`config.mk`:
```
export PLATFORM = sky130hd
export DESIGN_NAME = clk_div_bank_flat
export DESIGN_NICKNAME = d
export VERILOG_FILES = /design/src/rtl/clk_div_bank_pkg.sv /design/src/rtl/clk_div_bank_if.sv /design/src/rtl/clk_div_bank_ch.sv /design/src/rtl/clk_div_bank.sv /design/src/flat_wrapper.sv
export SDC_FILE = /design/constraint.sdc
export NUM_CORES = 1
export LEC_CHECK = 0
export CAP_MARGIN = 0
export CORE_AREA = 4 4 153 155
export CTS_BUF_LIST = sky130_fd_sc_hd__clkbuf_16
export DETAILED_ROUTE_END_ITERATION = 12
export DIE_AREA = 0 0 157 159
export HOLD_SLACK_MARGIN = 0.03
export PLACE_DENSITY = 0.71
export SLEW_MARGIN = 20
export SYNTH_ARGS = -nofsm -noshare
export SYNTH_HDL_FRONTEND = slang
export SYNTH_SLANG_ARGS = --single-unit
```
`constraint.sdc`:
```
create_clock -name i_InitialSoc -period 7.3 [get_ports i_InitialSoc]
set_input_delay 1.095 -clock i_InitialSoc [delete_from_list [all_inputs] [get_ports i_InitialSoc]]
set_output_delay 1.095 -clock i_InitialSoc [all_outputs]
set_load 0.03 [all_outputs]
```
`src/rtl/clk_div_bank_pkg.sv`:
```
// Shared constants and types for the clk_div_bank programmable divider bank.
// Default ratios assume a 2 MHz system clock.
package clk_div_bank_pkg;

    localparam int unsigned MIN_DIV = 2;
    localparam int unsigned DIV_1K  = 2000;
    localparam int unsigned DIV_8K  = 250;
    localparam int unsigned DIV_32K = 64;

    typedef enum logic {
        CH_IDLE = 1'b0,
        CH_RUN  = 1'b1
    } ch_state_e;

endpackage

```
`src/rtl/clk_div_bank_if.sv`:
```
// Ratio write port: valid/ready request with a one-cycle error pulse back.
interface clk_div_bank_if #(
    parameter int unsigned CH_W  = 2,
    parameter int unsigned CNT_W = 12
);
    logic             i_cfg_valid;
    logic [CH_W-1:0]  i_cfg_ch;
    logic [CNT_W-1:0] i_cfg_div;
    logic             o_cfg_ready;
    logic             o_cfg_err;

    modport master (
        output i_cfg_valid, i_cfg_ch, i_cfg_div,
        input  o_cfg_ready, o_cfg_err
    );

    modport slave (
        input  i_cfg_valid, i_cfg_ch, i_cfg_div,
        output o_cfg_ready, o_cfg_err
    );
endinterface

```
`src/rtl/clk_div_bank_ch.sv`:
```
// One divider channel: counter, active/pending ratio and registered clk/tick outputs.
// Outputs are computed from next-state so they always agree with the counter.
module clk_div_ch
    import clk_div_bank_pkg::*;
#(
    parameter int unsigned      CNT_W   = 12,
    parameter logic [CNT_W-1:0] DEF_DIV = CNT_W'(DIV_32K)
) (
    input  logic             i_clk,
    input  logic             i_rst_n,
    input  logic             i_en,
    input  logic             i_sync,
    input  logic             i_wr,
    input  logic [CNT_W-1:0] i_wdiv,
    output logic             o_pend,
    output logic             o_clk,
    output logic             o_tick
);
    ch_state_e        r_state, w_state_n;
    logic [CNT_W-1:0] r_cnt, w_cnt_n;
    logic [CNT_W-1:0] r_div_act, w_div_act_n;
    logic [CNT_W-1:0] r_div_pend, w_div_pend_n;
    logic             r_pend, w_pend_n;
    logic             r_clk, r_tick;
    logic             w_wrap;
    logic [CNT_W-1:0] w_half;
    logic [CNT_W-1:0] w_last;

    assign w_wrap = (r_cnt == r_div_act - CNT_W'(1));

    always_comb begin
        w_state_n    = r_state;
        w_cnt_n      = r_cnt;
        w_div_act_n  = r_div_act;
        w_div_pend_n = r_div_pend;
        w_pend_n     = r_pend;
        if (!i_en) begin
            w_state_n = CH_IDLE;
            w_cnt_n   = '0;
            if (i_wr)
                w_div_act_n = i_wdiv;
        end else if (r_state == CH_IDLE || i_sync) begin
            // Start or resync: a same-cycle write wins over an older pending ratio.
            w_state_n = CH_RUN;
            w_cnt_n   = '0;
            w_pend_n  = 1'b0;
            if (i_wr)
                w_div_act_n = i_wdiv;
            else if (r_pend)
                w_div_act_n = r_div_pend;
        end else begin
            if (w_wrap) begin
                w_cnt_n = '0;
                if (r_pend) begin
                    w_div_act_n = r_div_pend;
                    w_pend_n    = 1'b0;
                end
            end else begin
                w_cnt_n = r_cnt + CNT_W'(1);
            end
            if (i_wr) begin
                w_div_pend_n = i_wdiv;
                w_pend_n     = 1'b1;
            end
        end
    end

    // ceil(div/2) without needing an extra counter bit
    assign w_half = (w_div_act_n >> 1) + {{(CNT_W-1){1'b0}}, w_div_act_n[0]};
    assign w_last = w_div_act_n - CNT_W'(1);

    always_ff @(posedge i_clk or negedge i_rst_n) begin
        if (!i_rst_n) begin
            r_state    <= CH_IDLE;
            r_cnt      <= '0;
            r_div_act  <= DEF_DIV;
            r_div_pend <= '0;
            r_pend     <= 1'b0;
            r_clk      <= 1'b0;
            r_tick     <= 1'b0;
        end else begin
            r_state    <= w_state_n;
            r_cnt      <= w_cnt_n;
            r_div_act  <= w_div_act_n;
            r_div_pend <= w_div_pend_n;
            r_pend     <= w_pend_n;
            r_clk      <= i_en & (w_cnt_n >= w_half);
            r_tick     <= i_en & (w_cnt_n == w_last);
        end
    end

    assign o_pend = r_pend;
    assign o_clk  = r_clk;
    assign o_tick = r_tick;
endmodule

```
`src/rtl/clk_div_bank.sv`:
```
// Bank of NUM_CH programmable clock dividers sharing one ratio write port
// and a global phase-align sync pulse.
module clk_div_bank
    import clk_div_bank_pkg::*;
#(
    parameter int unsigned               NUM_CH  = 3,
    parameter int unsigned               CNT_W   = 12,
    parameter logic [NUM_CH*CNT_W-1:0]   DEF_DIV = {CNT_W'(DIV_1K), CNT_W'(DIV_8K), CNT_W'(DIV_32K)}
) (
    input  logic              i_InitialSoc,
    input  logic              i_rst_n,
    input  logic [NUM_CH-1:0] i_en,
    input  logic              i_sync,
    clk_div_bank_if.slave     cfg,
    output logic [NUM_CH-1:0] o_clk,
    output logic [NUM_CH-1:0] o_tick
);
    logic [NUM_CH-1:0] w_pend;
    logic [NUM_CH-1:0] w_wr;
    logic              w_ready;
    logic              w_ch_ok;
    logic              w_div_ok;
    logic              w_acc;
    logic              r_err;

    // Out-of-range channels report ready so the bad write is accepted and flagged.
    always_comb begin
        w_ready = 1'b1;
        for (int unsigned k = 0; k < NUM_CH; k++)
            if (32'(cfg.i_cfg_ch) == k)
                w_ready = ~w_pend[k];
    end

    assign w_ch_ok  = (32'(cfg.i_cfg_ch) < NUM_CH);
    assign w_div_ok = (cfg.i_cfg_div >= CNT_W'(MIN_DIV));
    assign w_acc    = cfg.i_cfg_valid & w_ready;

    always_comb begin
        w_wr = '0;
        for (int unsigned k = 0; k < NUM_CH; k++)
            if (32'(cfg.i_cfg_ch) == k)
                w_wr[k] = w_acc & w_ch_ok & w_div_ok;
    end

    always_ff @(posedge i_InitialSoc or negedge i_rst_n) begin
        if (!i_rst_n)
            r_err <= 1'b0;
        else
            r_err <= w_acc & ~(w_ch_ok & w_div_ok);
    end

    assign cfg.o_cfg_ready = w_ready;
    assign cfg.o_cfg_err   = r_err;

    for (genvar k = 0; k < NUM_CH; k++) begin : g_ch
        clk_div_ch #(
            .CNT_W   (CNT_W),
            .DEF_DIV (DEF_DIV[k*CNT_W +: CNT_W])
        ) u_ch (
            .i_clk   (i_InitialSoc),
            .i_rst_n (i_rst_n),
            .i_en    (i_en[k]),
            .i_sync  (i_sync),
            .i_wr    (w_wr[k]),
            .i_wdiv  (cfg.i_cfg_div),
            .o_pend  (w_pend[k]),
            .o_clk   (o_clk[k]),
            .o_tick  (o_tick[k])
        );
    end
endmodule

```
`src/flat_wrapper.sv`:
```
// flat-port wrapper written by rule: the top's interface ports become plain ports
module clk_div_bank_flat import clk_div_bank_pkg::*;
#(
    parameter int unsigned               NUM_CH  = 3,
    parameter int unsigned               CNT_W   = 12,
    parameter logic [NUM_CH*CNT_W-1:0]   DEF_DIV = {CNT_W'(DIV_1K), CNT_W'(DIV_8K), CNT_W'(DIV_32K)}
)
  (i_InitialSoc, i_rst_n, i_en, i_sync, o_clk, o_tick, cfg_i_cfg_valid, cfg_i_cfg_ch, cfg_i_cfg_div, cfg_o_cfg_ready, cfg_o_cfg_err);
  clk_div_bank_if #(.CH_W((2)), .CNT_W(CNT_W)) cfg_i ();
  input  logic i_InitialSoc;
  input  logic i_rst_n;
  input  logic [NUM_CH-1:0] i_en;
  input  logic i_sync;
  output logic [NUM_CH-1:0] o_clk;
  output logic [NUM_CH-1:0] o_tick;
  input wire logic [$bits(cfg_i.i_cfg_valid)-1:0] cfg_i_cfg_valid;
  input wire logic [$bits(cfg_i.i_cfg_ch)-1:0] cfg_i_cfg_ch;
  input wire logic [$bits(cfg_i.i_cfg_div)-1:0] cfg_i_cfg_div;
  output wire logic [$bits(cfg_i.o_cfg_ready)-1:0] cfg_o_cfg_ready;
  output wire logic [$bits(cfg_i.o_cfg_err)-1:0] cfg_o_cfg_err;
  assign cfg_i.i_cfg_valid = cfg_i_cfg_valid;
  assign cfg_i.i_cfg_ch = cfg_i_cfg_ch;
  assign cfg_i.i_cfg_div = cfg_i_cfg_div;
  assign cfg_o_cfg_ready = cfg_i.o_cfg_ready;
  assign cfg_o_cfg_err = cfg_i.o_cfg_err;
  clk_div_bank #(.NUM_CH(NUM_CH), .CNT_W(CNT_W), .DEF_DIV(DEF_DIV)) u_core (.i_InitialSoc(i_InitialSoc), .i_rst_n(i_rst_n), .i_en(i_en), .i_sync(i_sync), .cfg(cfg_i), .o_clk(o_clk), .o_tick(o_tick));
endmodule
```
# Word level (Yosys, flattened, before mapping)
# Cells that the tools add are included.
# classes
eq_ne	11
n_addsub	12
div	0
shift	0
n_reduce_logical	13
multipliers	0
n_bitwise	21
n_mux	48
order_cmp	5
# ops
cell	count
two-way mux 12 bit	27
equality test 12 bit	6
subtractor 12 x 1 -> 12 bit, second input constant	6
adder 11 x 1 -> 12 bit	3
adder 12 x 1 -> 12 bit, second input constant	3
greater-or-equal comparator 12 bit	3
two-way mux 1 bit	21
greater-or-equal comparator 12 x 2 -> 1 bit, second input constant	1
bitwise AND 1 bit	11
inverter 1 bit	10
AND reduction 3 bit	3
nonzero test 3 bit	3
inequality test 2 x 1 -> 1 bit, second input constant	3
AND reduction 2 bit	3
logical OR 1 bit	3
equality test 2 x 1 -> 1 bit, second input constant	1
equality test 2 bit, second input constant	1
logical NOT 2 bit	1
< comparator 2 bit, second input constant	1
# word_totals
n_memories	0
word_cells	132
ramBits	0
latch_bits	0
register_bits	121
rom_bits	0

# Depth between registers and ports, before layout
# Gate-level depths: netlist of the first run.
# logic_depth
word_depth	14
depth_mapped	26
mapped_depth_nobuf	25

# Hierarchy
# A second synthesis of the first run with hierarchy kept.
# hier_totals
cells_unflattened	1271
area_unflattened_um2	11325.9
# modules_own_cells
mod	n_inst	seq_area_each_um2	cells_per_inst	area_each_um2
clk_div_ch (u_core.g_ch[1].u_ch)	1	1008.5	430	3843.7
clk_div_ch (u_core.g_ch[2].u_ch)	1	1008.5	417	3773.6
clk_div_ch (u_core.g_ch[0].u_ch)	1	1002.2	407	3562.2
clk_div_bank	1	25.0	17	146.4

# Worst setup path before layout of the first run
# No wires, ideal clock.
# synth_timing
path_kind	input -> register
start	in cfg_i_cfg_ch[1]
end	reg u_core.g_ch[0].u_ch.r_clk
n_path_buf	2
required_time_ps	7174
t_arrival_ps	5662
setup_ps	126
path_slack_ps	1513
path_stages	23
cell_sequence	or4b_2 a31oi_1 clkbuf_1 clkbuf_1 o21ai_0 nand3_1 o211ai_1 nor2_1 inv_1 ha_1 ha_1 nand2b_1 a21o_1 a21o_1 a21o_1 a21o_1 a21o_1 a21o_1 a21o_1 a21oi_1 nor2b_1 o21ai_0 a21oi_1
# synth_between
elab_chain_len	14
elab_cells_between_ends	18
classes_between	add/sub (1); order compare (2); eq/ne (2); mux (8); bitwise (4); reduce/logical (1)
# synth_rtl
element	line_no	rtl
start, declared	flat_wrapper.sv:17	input wire logic [$bits(cfg_i.i_cfg_ch)-1:0] cfg_i_cfg_ch;
logical NOT 2 bit	clk_div_bank.sv:30, clk_div_bank.sv:41	
two-way mux 1 bit (3 in series)	clk_div_bank.sv:30	if (32'(cfg.i_cfg_ch) == k)
bitwise AND 1 bit	clk_div_bank.sv:36	assign w_acc = cfg.i_cfg_valid & w_ready;
bitwise AND 1 bit (2 in series)	clk_div_bank.sv:42	w_wr[k] = w_acc & w_ch_ok & w_div_ok;
two-way mux 1 bit (*)	clk_div_bank.sv:41	if (32'(cfg.i_cfg_ch) == k)
two-way mux 12 bit	clk_div_bank_ch.sv:47	if (i_wr)
two-way mux 12 bit	clk_div_bank_ch.sv:42	end else if (r_state == CH_IDLE || i_sync) begin
two-way mux 12 bit (*)	clk_div_bank_ch.sv:37	if (!i_en) begin
via u_core.g_ch[0].u_ch.w_div_act_n[0]	clk_div_bank_ch.sv:21	logic [CNT_W-1:0] r_div_act, w_div_act_n;
adder 11 x 1 -> 12 bit (*)	clk_div_bank_ch.sv:69	assign w_half = (w_div_act_n >> 1) + {{(CNT_W-1){1'b0}}, w_div_act_n[0]};
greater-or-equal comparator 12 bit (*)	clk_div_bank_ch.sv:87	r_clk <= i_en & (w_cnt_n >= w_half);
bitwise AND 1 bit (*)	clk_div_bank_ch.sv:87	
end signal, assigned	clk_div_bank_ch.sv:87	
end, declared	clk_div_bank_ch.sv:24	logic r_clk, r_tick;
# Mark *: on every way through the listed nets, which the timed path passes. The rest lies on a longest branch.
# A chain may end at the register's enable or synchronous reset.

# Final worst setup path of the first run
# layout_timing
start	reg u_core.g_ch[2].u_ch.r_div_act[2]
end	reg u_core.g_ch[2].u_ch.r_clk
# layout_between
elab_chain_len	8
elab_cells_between_ends	14
classes_between	add/sub (2); order compare (1); eq/ne (1); mux (9); bitwise (1)
# layout_rtl
element	line_no	rtl
start, declared	clk_div_bank_ch.sv:21	
start signal, assigned	clk_div_bank_ch.sv:84	r_div_act <= w_div_act_n;
subtractor 12 x 1 -> 12 bit	clk_div_bank_ch.sv:29	assign w_wrap = (r_cnt == r_div_act - CNT_W'(1));
equality test 12 bit	clk_div_bank_ch.sv:29	
two-way mux 12 bit	clk_div_bank_ch.sv:52	if (w_wrap) begin
two-way mux 12 bit	clk_div_bank_ch.sv:42	
two-way mux 12 bit	clk_div_bank_ch.sv:37	
via u_core.g_ch[2].u_ch.w_div_act_n[0]	clk_div_bank_ch.sv:21	
adder 11 x 1 -> 12 bit	clk_div_bank_ch.sv:69	
greater-or-equal comparator 12 bit	clk_div_bank_ch.sv:87	
bitwise AND 1 bit	clk_div_bank_ch.sv:87	
end signal, assigned	clk_div_bank_ch.sv:87	
end, declared	clk_div_bank_ch.sv:24	
# The timed path passes the listed nets, and every way through them passes these cells.

==> qor_table.md, run 1 <==
| Quantity | Value |
|---|---|
| Area added between synthesis and finish | 10.48% |
| Run status | completed |
| Nature of the critical path endpoint | register |
| Fin. max-slew vios | 0 |
| Number of H-tree levels | 4 |
| Die width | 157 microns |
| Port bufs | 28 |
| Synth top area share | 0.2489 |
| Area of the die | 24960 sq um |
| Final min period | 6.212 ns |
| Sink count of the clock tree | 121 |
| Final weighted congestion in routability-driven placement | 0.8995 |
| Cell Pwr Density | 224.2 nW/um^2 |
| Min-Delay Path Depth | 1 |
| Data arrival time at the worst-slack endpoint | 6.52 ns |
| Clock tree from TritonCTS | yes |
| Library cell with the largest summed area after synthesis | sky130_fd_sc_hd__dfrtp_1 |
| Clk pin slew, worst setup/hold paths | 0.07 ns |
| Post-CTS Repair Setup Buffers | 0 |
| Share of total power in combinational logic | 0.328 |
| Post-Syn Instances | 1276 |
| GR Util All Layers | 0.2413 |
| Cell repeated most along the worst path | sky130_fd_sc_hd__a21o_1 |
| Die Height | 159 microns |
| Share of flip-flops with an asynchronous set or reset | 1.000 |
| Core Box Area | 21820 sq um |
| Hpwl dp | 21900 microns |
| WL/cell | 19.44 microns |
| Commonest non-fill, non-tap cells in the layout | sky130_fd_sc_hd__dfrtp_1, sky130_fd_sc_hd__nand2_1, sky130_fd_sc_hd__nor2_1 |
| Final layout net count | 1342 |
| Cell count of the worst reg-to-reg path | 21 |
| Count of antenna diodes in the layout | 0 |
| Launch point of the critical path | u_core.g_ch[2].u_ch.r_div_act[2]$_DFF_PN0_ |
| Count of boundary I/O pins | 29 |
| Hold Crit Class | reg -> reg |
| Area of all placed cells without fillers | 11990 sq um |
| Highest attainable clock frequency | 161.0 MHz |
| Power share of the clock group | 0.344 |
| Fraction of the cycle the final worst path needs | 0.8510 |
| Slowest Stage Delay on Critical Path | 0.76 ns |
| Most common cell after layout, fill and taps aside | sky130_fd_sc_hd__dfrtp_1 |
| Critical setup path kind | reg -> reg |
| Clock latency on the worst-skew pair | 0.42 ns |
| Max FO, Critical Path | 11 |
| Count of state elements after synthesis | 121 |
| Vias in the first global route | 9322 |
| Vias per Instance | 6.398 |
| Final-report setup violation count | 0 |
| Post-synth top flop | sky130_fd_sc_hd__dfrtp_1 |
| Global-route wire length before repair | 49690 microns |
| Synthesis warning total | 0 |
| Reg-to-reg slack, setup | 1.09 ns |
| Setup TNS Final | 0 ns |
| Seq pwr share | 0.328 |
| Number of buffers added by the clock tree synthesis step | 17 |
| P_int | 0.001718 W |
| Worst hold slack after final layout | 0.5077 ns |
| Synthesized area | 10860 sq um |
| Number of buffers added to fix hold violations after cts | 0 |
| Main area contributors after synthesis | sky130_fd_sc_hd__dfrtp_1, sky130_fd_sc_hd__ha_1, sky130_fd_sc_hd__xnor2_1, sky130_fd_sc_hd__mux2_2, sky130_fd_sc_hd__xor2_1 |
| End point of the worst hold path | u_core.g_ch[0].u_ch.r_div_pend[4]$_DFFE_PN0P_ |
| # Max-Cap Violations | 0 |
| Number of enable-type register cells in the synthesized netlist | 0 |
| Row count | 54 |
| Critical-path cell with the highest stage delay | sky130_fd_sc_hd__nor3_1 |
| Vias after detailed routing | 10000 |
| Routed wire length | 30390 microns |
| Worst endpoint required time | 7.61 ns |
| Sequential fraction of the synthesis area | 0.2804 |
| Critical register-to-register path endpoint | u_core.g_ch[2].u_ch.o_clk$_DFF_PN0_ |
| Post-Route Skew | 0.01003 ns |
| Post-synthesis net count | 1348 |
| Hold violation total from the final report | 0 |
| Average size of a mapped cell | 8.508 sq um |
| Total leakage power | 4.960 nW |
| Instance area after placement | 11350 sq um |
| HP Start | u_core.g_ch[0].u_ch.r_div_pend[4]$_DFFE_PN0P_ |
| Largest net degree at the start of global routing | 81 |
| Total overflow reported by the global router | 0 |
| Maximum count of clock buffers along a single path | 2 |
| Unrepaired setup endpoints after global routing | no |
| Antenna violations before repair | 0 |
| Clock Tree Root | sky130_fd_sc_hd__clkbuf_16 |
| Switching Fraction | 0.3610 |
| Power Total | 0.002689 W |
| Detailed Routing Iterations Pass 1 | 8 |
| Number of nets still failing antenna checks after routing | 0 |
| Critical Path Start Type | register |
| DR DRC count | 0 |
| Worst reg2reg startpoint | u_core.g_ch[2].u_ch.r_div_act[2]$_DFF_PN0_ |
| Number of distinct standard cells referenced by the synthesized netlist | 94 |
| Crit path cell chain | nor3_1, nand2_1, o311ai_0, o2111a_1, and4b_1, mux2_2, a32oi_1, ha_1, ha_1, nand2b_1, a21o_1, a21o_1, a21o_1, a21o_1, a21o_1, a21o_1, a21o_1, a21oi_1, nor2b_1, o21ai_0, a21oi_1 |
| Slew Limit Headroom | 0.2733 |
| Starting DRC count in detailed routing | 996 |
| Share of post-route cells with drive strength above 1 | 0.1239 |
| Post-cts gate resize count | 0 |
| Transition time at the pin with the least slew margin | 1.086 ns |
| Effective utilization at floorplan | 0.4975 |
| Largest voltage drop on the vdd net | 0.0001317 V |
| Psw | 0.0009708 W |
-- worst max-delay path, delay by kind of cell (launching register included) --
kind	cells	cell delay (ns)
muxes	1	0.40
adders and majority gates	2	0.70
AOI/OAI and AO/OA	13	2.86
and+or+nand+nor	5	1.64
DFF	1	0.48
-- metrics by stage --
step	util	std cells	worst slack [ns]
global route	0.5496	1563	0.6426
global placement	0.5201	1531	1.119
finish	0.5496	1563	1.088
CTS	0.5494	1563	1.170
detailed placement	0.5201	1531	0.9211
floorplan	-	1276	1.513
-- registers in the layout, summed over array words and instances (netlist names) --
signal / count
u_core.g_ch.u_ch.r_cnt: 36
u_core.g_ch.u_ch.r_div_act: 36
u_core.g_ch.u_ch.r_div_pend: 36
u_core.g_ch.u_ch.o_clk: 3
u_core.g_ch.u_ch.o_pend: 3
u_core.g_ch.u_ch.o_tick: 3
u_core.g_ch.u_ch.r_state: 3
u_core.cfg.o_cfg_err: 1
-- synthesized netlist by cell type, types with 5 or more instances --
cell / n
sky130_fd_sc_hd__nand4_1: 19
sky130_fd_sc_hd__nand2_1: 106
sky130_fd_sc_hd__a222oi_1: 6
sky130_fd_sc_hd__a31oi_1: 13
sky130_fd_sc_hd__xnor2_1: 66
sky130_fd_sc_hd__o211ai_1: 17
sky130_fd_sc_hd__mux2_2: 49
sky130_fd_sc_hd__a211oi_1: 13
sky130_fd_sc_hd__o21a_1: 5
sky130_fd_sc_hd__or3_1: 14
sky130_fd_sc_hd__clkbuf_1: 59
sky130_fd_sc_hd__or4_1: 12
sky130_fd_sc_hd__nor2b_1: 15
sky130_fd_sc_hd__buf_1: 7
sky130_fd_sc_hd__a21o_1: 28
sky130_fd_sc_hd__mux2i_1: 46
sky130_fd_sc_hd__dfrtp_1: 108
sky130_fd_sc_hd__nor4_1: 23
sky130_fd_sc_hd__o31ai_1: 11
sky130_fd_sc_hd__a22o_1: 5
sky130_fd_sc_hd__a21boi_0: 8
sky130_fd_sc_hd__nor3_1: 35
sky130_fd_sc_hd__a22oi_1: 13
sky130_fd_sc_hd__and2_1: 8
sky130_fd_sc_hd__nand4b_1: 5
sky130_fd_sc_hd__inv_1: 50
sky130_fd_sc_hd__a221oi_1: 7
sky130_fd_sc_hd__dfstp_2: 13
sky130_fd_sc_hd__a21oi_1: 50
sky130_fd_sc_hd__nand2b_1: 15
sky130_fd_sc_hd__buf_2: 6
sky130_fd_sc_hd__nor2_1: 89
sky130_fd_sc_hd__o21ai_0: 69
sky130_fd_sc_hd__xor2_1: 62
sky130_fd_sc_hd__o22ai_1: 6
sky130_fd_sc_hd__buf_4: 7
sky130_fd_sc_hd__nand3_1: 42
sky130_fd_sc_hd__ha_1: 51
sky130_fd_sc_hd__and3_1: 19
-- power groups by stage --
| stage | Sequential, W | Clock (W) | Combinational [W] |
|---|---|---|---|
| 2_1_floorplan | 0.000823 | 0 | 0.000703 |
| 3_3_place_gp | 0.000885 | 0 | 0.000848 |
| 3_5_place_dp | 0.000885 | 0 | 0.000867 |
| 4_1_cts | 0.000875 | 0.000936 | 0.000873 |
| 5_1_grt | 0.000893 | 0.000967 | 0.000976 |
| 6_report | 0.000881 | 0.000925 | 0.000883 |
-- metal layers --
| layer | up-vias | GRT usage | part of all wire |
|---|---|---|---|
| li1 | 4673 | - | - |
| met1 | 4848 | 0.3438 | 0.45 |
| met2 | 411 | 0.3794 | 0.46 |
| met3 | 68 | 0.03425 | 0.064 |
| met4 | 0 | 0.07416 | 0.024 |
| met5 | - | 0 | 0 |
-- layout make-up --
type	count	area (sq um)
well taps	280	350.3
clock inverters	15	214.0
fillers	1983	9829
repair buffers	57	499.2
inverters	52	200.2
multi-input cells	1021	7261
flip-flops and latches	121	3044
clock buffers	17	425.4
-- worst max-delay path by stage --
stage / slack [ns] / depth (start not counted) / to
after floorplan: 1.51 / 23 / u_core.g_ch[0].u_ch.o_clk$_DFF_PN0_
final: 1.09 / 21 / u_core.g_ch[2].u_ch.o_clk$_DFF_PN0_
after global placement: 1.12 / 23 / u_core.g_ch[1].u_ch.o_clk$_DFF_PN0_
after global routing: 0.64 / 21 / u_core.g_ch[2].u_ch.o_clk$_DFF_PN0_
after detailed placement: 0.92 / 22 / u_core.g_ch[1].u_ch.o_clk$_DFF_PN0_
after CTS: 1.17 / 21 / u_core.g_ch[2].u_ch.o_clk$_DFF_PN0_
-- logic make-up (layout without fill, tap and decap cells) --
group,count (synthesis),in the layout,synth area share
compound gates,303,303,0.1963
xor+xnor,128,128,0.1033
fa+ha+maj,52,52,0.05970
buf+inv,134,141,0.05140
flops,121,121,0.2804
mux,95,95,0.09323
simple gates,443,443,0.2157
No activity file was read; power rests on OpenSTA's default activity.
==> inputs of run 2 (changes only) <==
--- a/config.mk
+++ b/config.mk
@@ -12,7 +12,6 @@
 export DIE_AREA = 0 0 157 159
 export HOLD_SLACK_MARGIN = 0.03
 export PLACE_DENSITY = 0.71
-export SLEW_MARGIN = 20
 export SYNTH_ARGS = -nofsm -noshare
 export SYNTH_HDL_FRONTEND = slang
 export SYNTH_SLANG_ARGS = --single-unit
==> qor_table.md, run 2 (synthesized netlist as in run 1, its figures left out) <==
| Quantity | Value | Change |
|---|---|---|
| Final-report setup violation count | 0 | unchanged |
| Critical Path Start Type | register |  |
| Largest net degree at the start of global routing | 81 | unchanged |
| Number of nets still failing antenna checks after routing | 0 | unchanged |
| Count of boundary I/O pins | 29 | unchanged |
| # Max-Cap Violations | 0 | unchanged |
| Highest attainable clock frequency | 161.3 MHz | +0.18% |
| Fraction of the cycle the final worst path needs | 0.8495 | -0.001489 |
| Final design utilization | 0.5494 | about the same |
| Final layout net count | 1342 | unchanged |
| Share of post-route cells with drive strength above 1 | 0.1239 | unchanged |
| Maximum count of clock buffers along a single path | 2 | unchanged |
| Detailed Routing Iterations Pass 1 | 7 | -1 |
| Hold violation total from the final report | 0 | unchanged |
| Setup TNS Final | 0 ns | unchanged |
| Clock Tree Root | sky130_fd_sc_hd__clkbuf_16 |  |
| Starting DRC count in detailed routing | 1062 | +6.6% |
| Core Box Area | 21820 sq um | unchanged |
| Post-cts gate resize count | 0 | unchanged |
| Data arrival time at the worst-slack endpoint | 6.51 ns | about the same |
| Row count | 54 | unchanged |
| Area of the die | 24960 sq um | unchanged |
| Max FO, Critical Path | 11 | unchanged |
| Final weighted congestion in routability-driven placement | 0.8995 | unchanged |
| Port bufs | 28 | unchanged |
| Effective utilization at floorplan | 0.4975 | unchanged |
| Vias in the first global route | 9322 | unchanged |
| Global-route wire length before repair | 49690 microns | unchanged |
| Total overflow reported by the global router | 0 | unchanged |
| Worst reg2reg startpoint | u_core.g_ch[2].u_ch.r_div_act[3]$_DFF_PN0_ |  |
| Most common cell after layout, fill and taps aside | sky130_fd_sc_hd__dfrtp_1 |  |
| Hold Crit Class | reg -> reg |  |
| Area added between synthesis and finish | 10.44% | about the same |
| Commonest non-fill, non-tap cells in the layout | sky130_fd_sc_hd__dfrtp_1, sky130_fd_sc_hd__nand2_1, sky130_fd_sc_hd__nor2_1 |  |
| Clk pin slew, worst setup/hold paths | 0.07 ns | about the same |
| Largest voltage drop on the vdd net | 0.0001317 V | about the same |
| Critical setup path kind | reg -> reg |  |
| Post-CTS Repair Setup Buffers | 0 | unchanged |
| DR DRC count | 0 | unchanged |
| GR Util All Layers | 0.2413 | unchanged |
| Worst endpoint required time | 7.61 ns | about the same |
| Worst Setup EP | u_core.g_ch[2].u_ch.o_clk$_DFF_PN0_ |  |
| Sink count of the clock tree | 121 | unchanged |
| Reg-to-reg slack, setup | 1.10 ns | about the same |
| Launch point of the critical path | u_core.g_ch[2].u_ch.r_div_act[3]$_DFF_PN0_ |  |
| Clock latency on the worst-skew pair | 0.43 ns | about the same |
| Min-Delay Path Depth | 1 | unchanged |
| Number of H-tree levels | 4 | unchanged |
| Critical register-to-register path endpoint | u_core.g_ch[2].u_ch.o_clk$_DFF_PN0_ |  |
| Transition time at the pin with the least slew margin | 1.186 ns | +0.09960 ns |
| Clock tree from TritonCTS | yes |  |
| Vias after detailed routing | 9955 | -0.45% |
| Post-Route Skew | 0.009610 ns | -0.0004228 ns |
| Registers with the highest flip-flop counts | u_core.g_ch.u_ch.r_cnt x36, u_core.g_ch.u_ch.r_div_act x36, u_core.g_ch.u_ch.r_div_pend x36 |  |
| Vias per Instance | 6.369 | -0.45% |
| Number of buffers added to fix hold violations after cts | 0 | unchanged |
| Fin. max-slew vios | 0 | unchanged |
| Worst hold slack after final layout | 0.5074 ns | -0.0003700 ns |
| Die Height | 159 microns | unchanged |
| Number of standard cells in the layout, taps in and fillers out | 1563 | unchanged |
| Unrepaired setup endpoints after global routing | no |  |
| Nature of the critical path endpoint | register |  |
| Die width | 157 microns | unchanged |
| Run status | completed |  |
| Placed Cells incl. Taps | 1531 | unchanged |
| Antenna violations before repair | 0 | unchanged |
| Total leakage power | 4.958 nW | about the same |
| Hpwl dp | 21900 microns | unchanged |
| WL/cell | 19.47 microns | +0.14% |
| Cell Pwr Density | 224.5 nW/um^2 | +0.11% |
| Least setup slack across all paths after layout | 1.099 ns | +0.01087 ns |
| Cell count of the worst reg-to-reg path | 21 | unchanged |
| Worst setup timing slack at the placement stage | 0.9211 ns | unchanged |
| Count of antenna diodes in the layout | 0 | unchanged |
| Number of buffers added by the clock tree synthesis step | 17 | unchanged |
| Routed wire length | 30430 microns | +0.14% |
| Final min period | 6.201 ns | -0.01087 ns |
| Slew Limit Headroom | 0.1996 | -0.07376 |
[run 2: worst min-delay path by stage]
| stage | start | end |
|---|---|---|
| 2_1_floorplan | u_core.g_ch[0].u_ch.r_div_pend[4]$_DFFE_PN0P_ | u_core.g_ch[0].u_ch.r_div_pend[4]$_DFFE_PN0P_ |
| 5_1_grt | u_core.g_ch[0].u_ch.r_div_pend[2]$_DFFE_PN0P_ | u_core.g_ch[0].u_ch.r_div_pend[2]$_DFFE_PN0P_ |
| 3_3_place_gp | u_core.g_ch[0].u_ch.r_div_pend[3]$_DFFE_PN0P_ | u_core.g_ch[0].u_ch.r_div_pend[3]$_DFFE_PN0P_ |
| 4_1_cts | u_core.g_ch[0].u_ch.r_div_pend[4]$_DFFE_PN0P_ | u_core.g_ch[0].u_ch.r_div_pend[4]$_DFFE_PN0P_ |
| 6_report | u_core.g_ch[0].u_ch.r_div_pend[4]$_DFFE_PN0P_ | u_core.g_ch[0].u_ch.r_div_pend[4]$_DFFE_PN0P_ |
| 3_5_place_dp | u_core.g_ch[1].u_ch.r_div_pend[6]$_DFFE_PN0P_ | u_core.g_ch[1].u_ch.r_div_pend[6]$_DFFE_PN0P_ |
[run 2: power by group]
group	leakage, nW	internal [W]	switching, W
Clock	0.306	0.000579	0.000348
Combinational	3.09	0.000377	0.000507
Sequential	1.56	0.000762	0.000118
Total	4.96	0.00172	0.000974
[run 2: stage by stage]
stage | power, W | cell area, sq um
after floorplan | 0.001525 | 10860
after global placement | 0.001732 | 11350
after detailed placement | 0.001752 | 11350
after CTS | 0.002683 | 11990
after global routing | 0.002836 | 11990
final | 0.002692 | 11990
[run 2: area by class of cell]
| class | instances | area, sq um |
|---|---|---|
| Multi-Input combinational cell | 1021 | 7261 |
| Clock inverter | 15 | 214.0 |
| Fill cell | 1983 | 9833 |
| Inverter | 52 | 200.2 |
| Sequential cell | 121 | 3044 |
| Tap cell | 280 | 350.3 |
| Clock buffer | 17 | 425.4 |
| Timing Repair Buffer | 57 | 495.5 |
[run 2: routing by layer]
metal / track usage / routed length (microns) / vias up
met3: 0.03425 / 2120 / 61
met5: 0 / 0 / -
met1: 0.3438 / 13630 / 4784
met4: 0.07416 / 672 / 0
met2: 0.3794 / 14010 / 432
li1: - / - / 4678
[run 2: worst max-delay path: stages, from the launching register on]
cell and delay [ns]:
sky130_fd_sc_hd__dfrtp_1 0.50, sky130_fd_sc_hd__nor4_1 0.60, sky130_fd_sc_hd__nand2_1 0.18, sky130_fd_sc_hd__o311ai_0 0.56
sky130_fd_sc_hd__o2111a_1 0.30, sky130_fd_sc_hd__and4b_1 0.60, sky130_fd_sc_hd__mux2_2 0.40, sky130_fd_sc_hd__a32oi_1 0.49
sky130_fd_sc_hd__ha_1 0.40, sky130_fd_sc_hd__ha_1 0.29, sky130_fd_sc_hd__nand2b_1 0.15, sky130_fd_sc_hd__a21o_1 0.18
sky130_fd_sc_hd__a21o_1 0.17, sky130_fd_sc_hd__a21o_1 0.16, sky130_fd_sc_hd__a21o_1 0.18, sky130_fd_sc_hd__a21o_1 0.17
sky130_fd_sc_hd__a21o_1 0.16, sky130_fd_sc_hd__a21o_1 0.17, sky130_fd_sc_hd__a21oi_1 0.16, sky130_fd_sc_hd__nor2b_1 0.06
sky130_fd_sc_hd__o21ai_0 0.14, sky130_fd_sc_hd__a21oi_1 0.08
==> inputs of run 3 (changes only) <==
--- a/config.mk
+++ b/config.mk
@@ -11,7 +11,7 @@
 export DETAILED_ROUTE_END_ITERATION = 12
 export DIE_AREA = 0 0 157 159
 export HOLD_SLACK_MARGIN = 0.03
-export PLACE_DENSITY = 0.71
+export PLACE_DENSITY = 0.73
 export SYNTH_ARGS = -nofsm -noshare
 export SYNTH_HDL_FRONTEND = slang
 export SYNTH_SLANG_ARGS = --single-unit
==> constraint.sdc (replaced) <==
create_clock -name i_InitialSoc -period 5.6 [get_ports i_InitialSoc]
set_input_delay 0.84 -clock i_InitialSoc [delete_from_list [all_inputs] [get_ports i_InitialSoc]]
set_output_delay 0.84 -clock i_InitialSoc [all_outputs]
set_load 0.03 [all_outputs]
==> qor_table.md, run 3 (synthesized netlist as in run 1, its figures left out) <==
| Quantity | Value | Change |
|---|---|---|
| Vias in the first global route | 9931 | +6.5% |
| Hold Crit Class | reg -> reg |  |
| Met3 track demand over resource in global routing | 0.05246 | +0.01821 |
| Number of nets still failing antenna checks after routing | 0 | unchanged |
| Antenna violations before repair | 1 | +1 |
| Slowest Stage Delay on Critical Path | 0.56 ns | -0.04 ns |
| Routed wire length | 31680 microns | +4.1% |
| Die Height | 159 microns | unchanged |
| HP Start | u_core.g_ch[0].u_ch.r_div_pend[4]$_DFFE_PN0P_ |  |
| Commonest non-fill, non-tap cells in the layout | sky130_fd_sc_hd__dfrtp_1, sky130_fd_sc_hd__nand2_1, sky130_fd_sc_hd__buf_4 |  |
| Instance area after placement | 11840 sq um | +4.3% |
| Vias per Instance | 6.297 | -1.1% |
| Number of H-tree levels | 4 | unchanged |
| Final layout net count | 1411 | +5.1% |
| Number of buffers added to fix hold violations after cts | 0 | unchanged |
| Largest net degree at the start of global routing | 73 | -9.9% |
| Die width | 157 microns | unchanged |
| Row count | 54 | unchanged |
| Worst endpoint required time | 5.91 ns | -1.70 ns |
| Met2 track demand over resource in global routing | 0.4061 | +0.02674 |
| Total leakage power | 5.308 nW | +7.0% |
| Cell repeated most along the worst path | sky130_fd_sc_hd__a21o_1 |  |
| Port bufs | 28 | unchanged |
| Most common cell after layout, fill and taps aside | sky130_fd_sc_hd__dfrtp_1 |  |
| Effective utilization at floorplan | 0.4975 | unchanged |
| Crit path max-delay family | compound AO/OA/AOI/OAI gates |  |
| Critical setup path kind | reg -> reg |  |
| Nature of the critical path endpoint | register |  |
| Multi-input combinational cell area | 7345 sq um | +1.2% |
| Clock Tree Root | sky130_fd_sc_hd__clkbuf_16 |  |
| Run status | completed |  |
| Final-report setup violation count | 0 | unchanged |
| Area added between synthesis and finish | 15.80% |  |
| Critical Path Start Type | register |  |
| Fin. max-slew vios | 0 | unchanged |
| Critical-path cell with the highest stage delay | sky130_fd_sc_hd__or4_1 |  |
| Post-Route Skew | 0.01088 ns | +0.001268 ns |
| Worst setup timing slack at the placement stage | -0.04253 ns | -0.9637 ns |
| WL/cell | 19.40 microns | -0.35% |
| Area taken by flip-flops and latches | 3044 sq um | unchanged |
| Highest attainable clock frequency | 186.3 MHz | +16% |
| Clock latency on the worst-skew pair | 0.43 ns | about the same |
| Worst reg2reg startpoint | u_core.g_ch[2].u_ch.r_div_act[1]$_DFF_PN0_ |  |
| Buf/Inv on CP | 3 | +3 |
| Worst hold slack after final layout | 0.5173 ns | +0.009894 ns |
| Area of the die | 24960 sq um | unchanged |
| End point of the worst hold path | u_core.g_ch[0].u_ch.r_div_pend[4]$_DFFE_PN0P_ |  |
| Critical register-to-register path endpoint | u_core.g_ch[2].u_ch.o_clk$_DFF_PN0_ |  |
| Data arrival time at the worst-slack endpoint | 5.68 ns | -0.83 ns |
| Number of buffers added by the clock tree synthesis step | 17 | unchanged |
| Final weighted congestion in routability-driven placement | 0.9272 | +3.1% |
| Met1 Usage GRT | 0.3473 | +0.003470 |
| # Max-Cap Violations | 0 | unchanged |
| Hold violation total from the final report | 0 | unchanged |
| Hpwl dp | 23270 microns | +6.3% |
| Vias after detailed routing | 10280 | +3.3% |
| Slew Limit Headroom | 0.2341 | +0.03452 |
| Global-route wire length before repair | 52250 microns | +5.2% |
| Registers with the highest flip-flop counts | u_core.g_ch.u_ch.r_cnt x36, u_core.g_ch.u_ch.r_div_act x36, u_core.g_ch.u_ch.r_div_pend x36 |  |
| Starting DRC count in detailed routing | 1237 | +16% |
| Fill cells | 1894 | -4.5% |
| Final design utilization | 0.5761 | +0.02666 |
| Clock tree from TritonCTS | yes |  |
| DR DRC count | 0 | unchanged |
| Min-Delay Path Depth | 1 | unchanged |
| Count of boundary I/O pins | 29 | unchanged |
| Max FO, Critical Path | 10 | -1 |
| Largest voltage drop on the vdd net | 0.0001599 V | +21% |
| Reg-to-reg slack, setup | 0.23 ns | -0.87 ns |
| Final min period | 5.368 ns | -0.8328 ns |
| Cell count of the worst reg-to-reg path | 25 | +19% |
| Fraction of the cycle the final worst path needs | 0.9587 | +0.1092 |
| Transition time at the pin with the least slew margin | 1.145 ns | -0.04097 ns |
| Detailed Routing Iterations Pass 1 | 6 | -1 |
| Power Total | 0.003602 W | +34% |
| GR Util All Layers | 0.2548 | +0.01348 |
| Share of post-route cells with drive strength above 1 | 0.1760 | +0.05211 |
| Area of all placed cells without fillers | 12570 sq um | +4.9% |
| Maximum count of clock buffers along a single path | 2 | unchanged |
| Total overflow reported by the global router | 0 | unchanged |
| Core Box Area | 21820 sq um | unchanged |
| Sink count of the clock tree | 121 | unchanged |
| Layer carrying the most global-route usage | met2 |  |
| Clk pin slew, worst setup/hold paths | 0.06 ns | about the same |
| Cell Pwr Density | 286.5 nW/um^2 | +28% |
| Least setup slack across all paths after layout | 0.2315 ns | -0.8672 ns |
-- run 3: cell types whose count changed in the layout (fill, tap and decap cells not counted), sizes merged --
cell      previous run  this run
diode                0         1
clkinvlp             2         0
inv                 58        55
buf                 30        99
clkinv               3         7
bufinv               4         5
-- run 3: area by class of cell --
type | instances | area share
diodes | 1 | 0.0001990
clock inverters | 15 | 0.01523
clock buffers | 17 | 0.03384
repair buffers | 126 | 0.08061
inverters | 52 | 0.01592
well taps | 280 | 0.02787
flip-flops and latches | 121 | 0.2421
multi-input cells | 1021 | 0.5842
-- run 3: worst max path at each step --
stage,startpoint,end,slack (ns),cells after the start
6_report,u_core.g_ch[2].u_ch.r_div_act[1]$_DFF_PN0_,u_core.g_ch[2].u_ch.o_clk$_DFF_PN0_,0.23,25
5_1_grt,u_core.g_ch[0].u_ch.r_div_act[1]$_DFF_PN0_,u_core.g_ch[0].u_ch.o_clk$_DFF_PN0_,-0.04,26
4_1_cts,u_core.g_ch[0].u_ch.r_div_act[1]$_DFF_PN0_,u_core.g_ch[0].u_ch.o_clk$_DFF_PN0_,0.11,25
3_5_place_dp,cfg_i_cfg_valid,u_core.g_ch[0].u_ch.o_clk$_DFF_PN0_,-0.04,21
3_3_place_gp,cfg_i_cfg_valid,u_core.g_ch[0].u_ch.o_clk$_DFF_PN0_,0.02,21
2_1_floorplan,cfg_i_cfg_ch[1],u_core.g_ch[0].u_ch.o_clk$_DFF_PN0_,0.07,23
-- run 3: metrics by stage --
| step | instances | TNS, ns |
|---|---|---|
| 2_1_floorplan | 1276 | 0 |
| 3_3_place_gp | 1596 | 0 |
| 3_5_place_dp | 1596 | -0.04253 |
| 4_1_cts | 1628 | 0 |
| 5_1_grt | 1633 | -0.04292 |
| 6_report | 1633 | 0 |
-- run 3: timing repair --
action / in CTS / in global routing
resized for setup: 0 / 20
setup endpoints to repair: 0 / 3
buffers inserted: 0 / 4
-- run 3: where the power goes --
part / switching, W / internal [W] / leakage, nW
Clock: 0.000408 / 0.000774 / 0.314
Sequential: 0.000129 / 0.000994 / 1.56
Combinational: 0.000721 / 0.000576 / 3.43
Total: 0.00126 / 0.00234 / 5.31
-- run 3: layer usage --
layer,wire [microns],vias up
met5,0,-
li1,-,4800
met2,14830,427
met4,814,0
met1,13860,4982
met3,2179,74
